## src/rtl/muldiv_sequencer.sv

```systemverilog
`default_nettype none
// +--------------------------------------------------------------------------+
// | muldiv_sequencer: iterative RV32M multiply/divide unit for the EX stage. |
// | Revision: 1.0                                                            |
// +--------------------------------------------------------------------------+
module muldiv_sequencer #(
   parameter int XLEN = 32
) (
   input  logic            clk,
   input  logic            rst,
   input  logic            startE,
   input  logic [2:0]      func3E,
   input  logic [XLEN-1:0] srcAE,
   input  logic [XLEN-1:0] srcBE,
   input  logic            abortE,
   output logic            stallMD,
   output logic            busyMD,
   output logic            doneMD,
   output logic [XLEN-1:0] resultMD
);

   localparam int                  c_cnt_w    = $clog2(XLEN);
   localparam logic [c_cnt_w-1:0]  c_cnt_init = c_cnt_w'(XLEN - 1);
   localparam logic [XLEN-1:0]     c_ones     = {XLEN{1'b1}};
   localparam logic [XLEN-1:0]     c_int_min  = {1'b1, {(XLEN-1){1'b0}}};

   typedef enum logic [1:0] {
      S_IDLE = 2'd0,
      S_RUN  = 2'd1,
      S_FIX  = 2'd2,
      S_DONE = 2'd3
   } state_t;

   state_t             r_state;
   logic [c_cnt_w-1:0] r_cnt;
   logic [2:0]         r_func;
   logic [XLEN-1:0]    r_a;
   logic [XLEN-1:0]    r_b;
   logic [XLEN-1:0]    r_hi;
   logic [XLEN-1:0]    r_lo;
   logic               r_neg_a;
   logic               r_neg_b;
   logic               r_done;
   logic               r_busy;
   logic [XLEN-1:0]    r_result;

   logic               w_a_signed;
   logic               w_b_signed;
   logic               w_neg_a;
   logic               w_neg_b;
   logic [XLEN-1:0]    w_mag_a;
   logic [XLEN-1:0]    w_mag_b;
   logic               w_is_div;
   logic               w_div_zero;
   logic               w_div_ovf;
   logic [XLEN-1:0]    w_special_res;
   logic               w_accept;

   always_comb begin
      w_a_signed = 1'b0;
      w_b_signed = 1'b0;
      case (func3E)
         3'b000, 3'b001, 3'b100, 3'b110: begin
            w_a_signed = 1'b1;
            w_b_signed = 1'b1;
         end
         3'b010:  w_a_signed = 1'b1;
         default: ;
      endcase
   end

   assign w_neg_a    = w_a_signed & srcAE[XLEN-1];
   assign w_neg_b    = w_b_signed & srcBE[XLEN-1];
   assign w_mag_a    = w_neg_a ? (~srcAE + 1'b1) : srcAE;
   assign w_mag_b    = w_neg_b ? (~srcBE + 1'b1) : srcBE;
   assign w_is_div   = func3E[2];
   assign w_div_zero = w_is_div & (srcBE == '0);
   assign w_div_ovf  = w_is_div & ~func3E[0] & (srcAE == c_int_min) & (srcBE == c_ones);
   assign w_accept   = (r_state == S_IDLE) & startE & ~abortE;

   // func3E[1] separates REM* from DIV* among the divide encodings
   always_comb begin
      w_special_res = '0;
      if (w_div_zero)
         w_special_res = func3E[1] ? srcAE : c_ones;
      else
         w_special_res = func3E[1] ? '0 : c_int_min;
   end

   // Multiply step: conditional add of the multiplicand, then shift {sum,lo} right
   logic [XLEN:0]      w_msum;
   assign w_msum = {1'b0, r_hi} + (r_lo[0] ? {1'b0, r_a} : {(XLEN+1){1'b0}});

   // Divide step: shift {rem,quot} left, keep the difference only if it is non-negative
   logic [XLEN:0]      w_dshift;
   logic               w_dge;
   logic [XLEN-1:0]    w_ddiff;
   assign w_dshift = {r_hi, r_lo[XLEN-1]};
   assign w_dge    = w_dshift >= {1'b0, r_b};
   assign w_ddiff  = w_dshift[XLEN-1:0] - r_b;

   logic [2*XLEN-1:0]  w_prod;
   logic [2*XLEN-1:0]  w_prod_fix;
   logic [XLEN-1:0]    w_quot_fix;
   logic [XLEN-1:0]    w_rem_fix;
   logic [XLEN-1:0]    w_fix_res;

   assign w_prod     = {r_hi, r_lo};
   assign w_prod_fix = (r_neg_a ^ r_neg_b) ? (~w_prod + 1'b1) : w_prod;
   assign w_quot_fix = (r_neg_a ^ r_neg_b) ? (~r_lo + 1'b1) : r_lo;
   assign w_rem_fix  = r_neg_a ? (~r_hi + 1'b1) : r_hi;

   always_comb begin
      w_fix_res = '0;
      case (r_func)
         3'b000:                 w_fix_res = w_prod_fix[XLEN-1:0];
         3'b001, 3'b010, 3'b011: w_fix_res = w_prod_fix[2*XLEN-1:XLEN];
         3'b100, 3'b101:         w_fix_res = w_quot_fix;
         default:                w_fix_res = w_rem_fix;
      endcase
   end

   always_ff @(posedge clk) begin
      if (!rst) begin
         r_state  <= S_IDLE;
         r_cnt    <= '0;
         r_func   <= '0;
         r_a      <= '0;
         r_b      <= '0;
         r_hi     <= '0;
         r_lo     <= '0;
         r_neg_a  <= 1'b0;
         r_neg_b  <= 1'b0;
         r_done   <= 1'b0;
         r_busy   <= 1'b0;
         r_result <= '0;
      end else begin
         r_done <= 1'b0;
         case (r_state)
            S_IDLE: begin
               if (w_accept) begin
                  r_func  <= func3E;
                  r_neg_a <= w_neg_a;
                  r_neg_b <= w_neg_b;
                  r_a     <= w_mag_a;
                  r_b     <= w_mag_b;
                  r_hi    <= '0;
                  r_lo    <= w_is_div ? w_mag_a : w_mag_b;
                  r_busy  <= 1'b1;
                  if (w_div_zero || w_div_ovf) begin
                     r_result <= w_special_res;
                     r_done   <= 1'b1;
                     r_state  <= S_DONE;
                  end else begin
                     r_cnt   <= c_cnt_init;
                     r_state <= S_RUN;
                  end
               end
            end
            S_RUN: begin
               if (abortE) begin
                  r_state <= S_IDLE;
                  r_busy  <= 1'b0;
               end else begin
                  if (r_func[2]) begin
                     r_hi <= w_dge ? w_ddiff : w_dshift[XLEN-1:0];
                     r_lo <= {r_lo[XLEN-2:0], w_dge};
                  end else begin
                     r_hi <= w_msum[XLEN:1];
                     r_lo <= {w_msum[0], r_lo[XLEN-1:1]};
                  end
                  r_cnt <= r_cnt - 1'b1;
                  if (r_cnt == '0)
                     r_state <= S_FIX;
               end
            end
            S_FIX: begin
               if (abortE) begin
                  r_state <= S_IDLE;
                  r_busy  <= 1'b0;
               end else begin
                  r_result <= w_fix_res;
                  r_done   <= 1'b1;
                  r_state  <= S_DONE;
               end
            end
            default: begin
               r_state <= S_IDLE;
               r_busy  <= 1'b0;
            end
         endcase
      end
   end

   assign stallMD  = w_accept | (r_state == S_RUN) | (r_state == S_FIX);
   assign busyMD   = r_busy;
   assign doneMD   = r_done;
   assign resultMD = r_result;

endmodule
`default_nettype wire
```

## config.mk

```make
export PLATFORM = sky130hd
export DESIGN_NAME = muldiv_sequencer
export DESIGN_NICKNAME = d
export VERILOG_FILES = /design/src/rtl/muldiv_sequencer.sv
export SDC_FILE = /design/constraint.sdc
export NUM_CORES = 1
export LEC_CHECK = 0
export CORE_MARGIN = 2
export CORE_UTILIZATION = 35
export DETAILED_ROUTE_END_ITERATION = 16
export SYNTH_ARGS = -nofsm -noshare
export SYNTH_HDL_FRONTEND = slang
export SYNTH_SLANG_ARGS = --single-unit
```

## constraint.sdc

```tcl
create_clock -name clk -period 4.25 [get_ports clk]
set_clock_uncertainty 0.2 [all_clocks]
set_input_delay 0.85 -clock clk [delete_from_list [all_inputs] [get_ports clk]]
set_output_delay 0.85 -clock clk [all_outputs]
set_load 0.02 [all_outputs]
```

==> metrics.yaml, run 1 <==
hpwl_um: 49000
start_kind: "flop"
cts_sinks: 174
route.met2.wl_um: 27500
postSynthAreaPerCell_um2: 7.30
clock.fmax_ghz: 0.252
async_flop_share_pct: 0
cpLargestDelayFamily: "compound AO/OA/AOI/OAI gates"
overflow: 0
maxCapViolCount: 0
grt_pass1_wl_um: 94900
yosysTopAreaCell: "dfxtp_1"
crit_required_ns: 4.42
clockBufferDepth: 2
place_congestion: 0.995
cpMostUsedCell: "a21oi_1"
numCtsBuffers: 17
syn_nets: 2274
die_w_um: 215
detail-route-antenna-nets: 0
drc: 0
die_y_um: 215
ys_types: 88
rsz0062_at_grt: "no"
hold_viol: 0
endpoint_kind: "flop"
h-tree-depth: 4
cts_tree: "done"
yosysWarnings: 0
cts_setup_buffers: 0
highest_layer: "met5"
grt_pass1_vias: 16000
layout_common_cells: "221 x nor2_1, 213 x a21oi_1, 180 x o21ai_0"
cts-root-buf: "clkbuf_16"
initial_utilization_pct: 35.2
status: "complete, no violations"
relSlewSlack_pct: 13.6
slowest_delay_ns: 0.53
io_buffers: 105
num_antenna_cells: 0
postPlaceCellArea_um2: 17700
dieArea_um2: 46000
fin_util_pct: 41.4
arrival_ns: 4.13
crit_chain: "and2_1 > ha_1 > inv_1 > fa_1 > nand2b_1 > a21oi_1 > a2111oi_1 > o21ai_0 > buf_4 > a211oi_1 > a21oi_1 > a31oi_1 > xnor2_1 > a221o_1"
final_area_um2: 18200
core_area_um2: 44000
layout_commonest_cell: "nor2_1"
grt_max_degree: 130
clkSlewWorstSetupHoldPaths_ns: 0.07
power.leakage_nw: 6.96
cp_slowest_cell: "a2111oi_1"
synth_area_um2: 15500
via_count: 16800
post-route-period-util_pct: 93.2
first_pass_iters: 6
dp.cells: 2782
met1_length_um: 27500
vdd_drop_max_v: 0.000300
synth_seq_area_share_pct: 22.4
stdcell_count: 2814
crit_type: "reg -> reg"
avgRoutedWirePerCell_um: 22.3
drive_above_1_share_pct: 9.32
yosys-top-cells-area: "dfxtp_1 22%, a21oi_1 6.9%, ha_1 6.0%, xnor2_1 5.9%, o21ai_0 5.8%"
clk_latency_ns: 0.48
setup_violations: 0
rows: 77
worstPathMaxFanout: 11
avgViaCountPerCell: 5.96
synth_edf_count: 0
syn_to_final_growth_pct: 17.4
synth_ff_type: "dfxtp_1"
hold_path.class: "reg -> reg"
antenna_found_initial: 1
finalMaxSlewViolations: 0
ys_ff_latch: 174
finalNetCount: 2357
grt.total_usage_pct: 26.7
synth_top_area_share_pct: 22.4
syn_inst: 2126
pin_count: 106
dr_wl_met3_um: 4900
drt-total-wl_um: 62700
drt_iter0_markers: 1743
hold_ws_ns: 0.266
finalCriticalPeriod_ns: 3.96
crit_buf_inv: 2
p_per_area_nw_per_um2: 297
tightest_slew_ns: 1.29
finalSetupTns_ns: 0
-- worst paths after layout --
path                startpoint            to  slack [ns]  cells past startpoint
hold reg to reg   resultMD[23]  resultMD[23]        0.27                      2
setup reg to reg       r_lo[0]      r_hi[29]        0.29                     14
setup / recovery       r_lo[0]      r_hi[29]        0.29                     14
hold / removal    resultMD[23]  resultMD[23]        0.27                      2
-- layout make-up --
type | count | area (µm²)
repair buffers | 222 | 1970
flip-flops and latches | 174 | 3490
clock inverters | 10 | 67.6
fillers | 4595 | 25800
clock buffers | 22 | 454
multi-input cells | 1726 | 11200
inverters | 68 | 256
well taps | 592 | 741
-- worst reg2reg max path: cells and delay by family (launching register included) --
family / cells / cell delay (ns)
AO/OA/AOI/OAI: 7 / 2.14
adder cells (fa/ha/maj): 2 / 0.40
AND/OR/NAND/NOR: 2 / 0.31
flip-flops: 1 / 0.39
buffers and inverters: 2 / 0.31
XOR/XNOR: 1 / 0.10
-- cells by family after synthesis --
family / Yosys count / share of synthesized area [%]
adder cells (fa/ha/maj): 77 / 6.30
XOR/XNOR: 184 / 10.4
flip-flops: 174 / 22.4
AO/OA/AOI/OAI: 739 / 30.1
multiplexers: 65 / 4.34
AND/OR/NAND/NOR: 661 / 20.8
buffers and inverters: 226 / 5.57
-- metal layers --
metal / vias up / global-route usage, %
met4: 2 / 12.1
met2: 729 / 41.6
met1: 7965 / 35.7
met5: - / 0
li1: 7933 / -
met3: 130 / 5.02
-- what timing repair did --
action                                  4_1_cts  5_1_grt
endpoints found under the setup margin        0        2
hold buffers                                  0        0
endpoints found under the hold margin         0        0
resized for setup                             0        2
-- flip-flops by register name, summed over array words and instances, names as in the netlist --
register and flops:
r_func 3, doneMD 1, r_lo 32, r_state 2, r_hi 32, r_a 32
r_neg_a 1, r_neg_b 1, resultMD 32, r_b 32, busyMD 1, r_cnt 5
-- cells in the mapped netlist, types with 16 or more instances --
master	n
o31ai_1	19
a31oi_1	31
nand4_1	24
clkbuf_1	139
nor2_1	223
nor3_1	42
inv_1	67
xnor2_1	104
mux2i_1	47
o211ai_1	22
xor2_1	80
or4_1	16
a21o_1	25
o21ai_0	180
and2_1	42
nor4_1	20
nand3_1	25
mux2_2	18
dfxtp_1	174
a211oi_1	75
o22ai_1	24
a21oi_1	214
nand2b_1	23
nand2_1	167
ha_1	75
-- per-stage QoR --
step,worst slack (ns),power [mW]
floorplan,0.700,3.18
global placement,0.169,3.88
detailed placement,0.144,3.90
CTS,0.160,5.39
global route,0.108,5.69
finish,0.288,5.41
-- power by group --
group | switching, mW | internal [mW]
registers | 0.143 | 1.76
clock network | 0.730 | 0.759
logic | 1.27 | 0.750
No activity file was read; power rests on OpenSTA's default activity.
==> inputs of run 2 (changes only) <==
--- a/config.mk
+++ b/config.mk
@@ -5,9 +5,10 @@
 export SDC_FILE = /design/constraint.sdc
 export NUM_CORES = 1
 export LEC_CHECK = 0
-export CORE_MARGIN = 2
+export CORE_MARGIN = 5
 export CORE_UTILIZATION = 35
 export DETAILED_ROUTE_END_ITERATION = 16
+export SKIP_CTS_REPAIR_TIMING = 1
 export SYNTH_ARGS = -nofsm -noshare
 export SYNTH_HDL_FRONTEND = slang
 export SYNTH_SLANG_ARGS = --single-unit
==> run 2 against run 1 <==
Clock power is 19% higher. Final area is 0.91% higher. Total power is 5.0% higher. Final cell count is 0.21% higher. Fmax is 3.0% lower. Sequential power hardly changed. Highest routed layer is now met4. Non-clock buffer count is 6 higher. Clock-buffer cell count is 4 lower.
==> metrics.yaml, run 2 (same netlist as run 1, synthesis figures left out) <==
cts_tree: "done"
p_int_mw: 3.53
power_frac_clock_pct: 31.3
antenna_found_initial: 0
vdd_drop_max_v: 0.000309
comb_power_share_pct: 35.2
rrSetupSlack_ns: 0.16
num_antenna_cells: 0
rsz0062_at_grt: "no"
pwr-share-seq_pct: 33.5
numCtsBuffers: 17
hold_viol: 0
hold_depth: 2
cts_sinks: 174
layout_common_cells: "221 x nor2_1, 213 x a21oi_1, 180 x o21ai_0"
rows: 77
crit_required_ns: 4.40
arrival_ns: 4.23
grt_max_degree: 130
status: "complete, no violations"
io_buffers: 105
finalPower_mw: 5.68
rr_worst_depth: 16
grt.busiest_layer: "met2"
r2r-end: "r_hi[29]"
power.leakage_nw: 7.06
worstPathMaxFanout: 8
finalCriticalPeriod_ns: 4.09
met2_usage_pct: 39.9
power.switching_mw: 2.15
r2r_start: "r_lo[0]"
tightest_slew_ns: 1.20
grt.total_usage_pct: 25.5
finalNetCount: 2363
die_y_um: 221
first_pass_iters: 6
via_count: 16700
h-tree-depth: 4
worstHoldEndpoint: "r_a[0]"
clock.fmax_ghz: 0.245
grt_use_met1_pct: 35.4
post-route-period-util_pct: 96.1
clk_latency_ns: 0.46
p_per_area_nw_per_um2: 309
min-delay-start: "r_a[0]"
layout_commonest_cell: "nor2_1"
clockBufferDepth: 2
switching_share_pct: 37.9
clkSlewWorstSetupHoldPaths_ns: 0.08
cpMostUsedCell: "buf_4"
dp.cells: 2788
start_kind: "flop"
grtUsageMet3_pct: 3.94
core_area_um2: 44000
relSlewSlack_pct: 19.7
avgViaCountPerCell: 5.93
place_congestion: 1.01
drt-total-wl_um: 63600
postPlaceCellArea_um2: 17700
avgRoutedWirePerCell_um: 22.6
hold_path.class: "reg -> reg"
maxCapViolCount: 0
stdcell_count: 2820
hpwl_um: 49700
nFillCells: 4579
crit_chain: "and2_1 > ha_1 > inv_1 > fa_1 > nand2b_1 > a21oi_1 > a2111oi_0 > buf_4 > o21ai_0 > buf_4 > a211oi_1 > buf_4 > a21oi_1 > a31oi_1 > xnor2_1 > a221o_1"
grt_pass1_vias: 15800
pin_count: 106
final_area_um2: 18400
detail-route-antenna-nets: 0
initial_utilization_pct: 35.2
drive_above_1_share_pct: 9.69
setup_violations: 0
drc: 0
endpoint_kind: "flop"
drt_iter0_markers: 1738
dieArea_um2: 48700
overflow: 0
syn_to_final_growth_pct: 18.4
cts-root-buf: "clkbuf_16"
crit_type: "reg -> reg"
finalSetupTns_ns: 0
die_w_um: 221
cp_slowest_cell: "a2111oi_0"
grt_pass1_wl_um: 95600
slowest_delay_ns: 0.61
finalMaxSlewViolations: 0
-- run 2: cell types whose count changed in the layout (fill, tap and decap cells not counted), moves of 2 or more --
cell	previous run	this run
buf_4	113	119
bufinv_16	0	4
clkbuf_1	4	0
clkinv_2	5	2
clkinvlp_4	4	1
inv_6	0	3
clkinv_4	2	4
-- run 2: metal layers --
layer  vias up  part of all wire [%]
met1      7899                    44
li1       7951                     -
met5         -                     0
met3       124                   7.2
met2       756                    45
met4         0                   3.9
-- run 2: worst max-delay path: cells and delay by family (launching register included) --
kind,cells,cell delay [ns]
xor+xnor,1,0.10
fa+ha+maj,2,0.40
buf+inv,4,0.65
flops,1,0.43
simple gates,2,0.38
compound gates,7,1.81
-- run 2: power by group through the flow --
stage          sequential, mW  combinational (mW)  clock [mW]
6_report                 1.90                2.00        1.78
5_1_grt                  1.92                2.17        1.87
4_1_cts                  1.90                1.97        1.80
3_5_place_dp             1.94                1.96           0
3_3_place_gp             1.93                1.95           0
2_1_floorplan            1.87                1.31           0
-- run 2: cell type report --
cell class / instances / area [µm²] / share of cell area [%]
Multi-Input combinational cell: 1726 / 11200 / 61.1
Sequential cell: 174 / 3480 / 19.0
Timing Repair Buffer: 228 / 2020 / 11.0
Tap cell: 592 / 741 / 4.03
Clock buffer: 18 / 439 / 2.39
Inverter: 68 / 256 / 1.40
Clock inverter: 14 / 205 / 1.12
-- run 2: worst max-delay path by stage --
stage | from | to | slack (ns) | cells after the start
finish | r_lo[0] | r_hi[29] | 0.16 | 16
global route | r_lo[0] | r_hi[29] | 0.009 | 16
CTS | r_lo[0] | r_hi[29] | 0.29 | 16
detailed placement | srcAE[12] | resultMD[2] | 0.11 | 12
global placement | srcAE[12] | resultMD[1] | 0.14 | 12
floorplan | srcBE[1] | resultMD[8] | 0.70 | 12
-- run 2: metrics by stage --
step	worst slack, ns	hold WS, ns	util, %
after floorplan	0.700	0.232	-
after global placement	0.143	0.242	40.3
after detailed placement	0.106	0.247	40.3
after CTS	0.289	0.257	41.7
after global routing	0.00871	0.278	41.7
final	0.165	0.257	41.7
==> inputs of run 3 (changes only) <==
--- a/config.mk
+++ b/config.mk
@@ -12,3 +12,4 @@
 export SYNTH_ARGS = -nofsm -noshare
 export SYNTH_HDL_FRONTEND = slang
 export SYNTH_SLANG_ARGS = --single-unit
+export TNS_END_PERCENT = 100
==> results of run 3 <==
The final DEF is identical to that of run 2; final timing and power are the same.
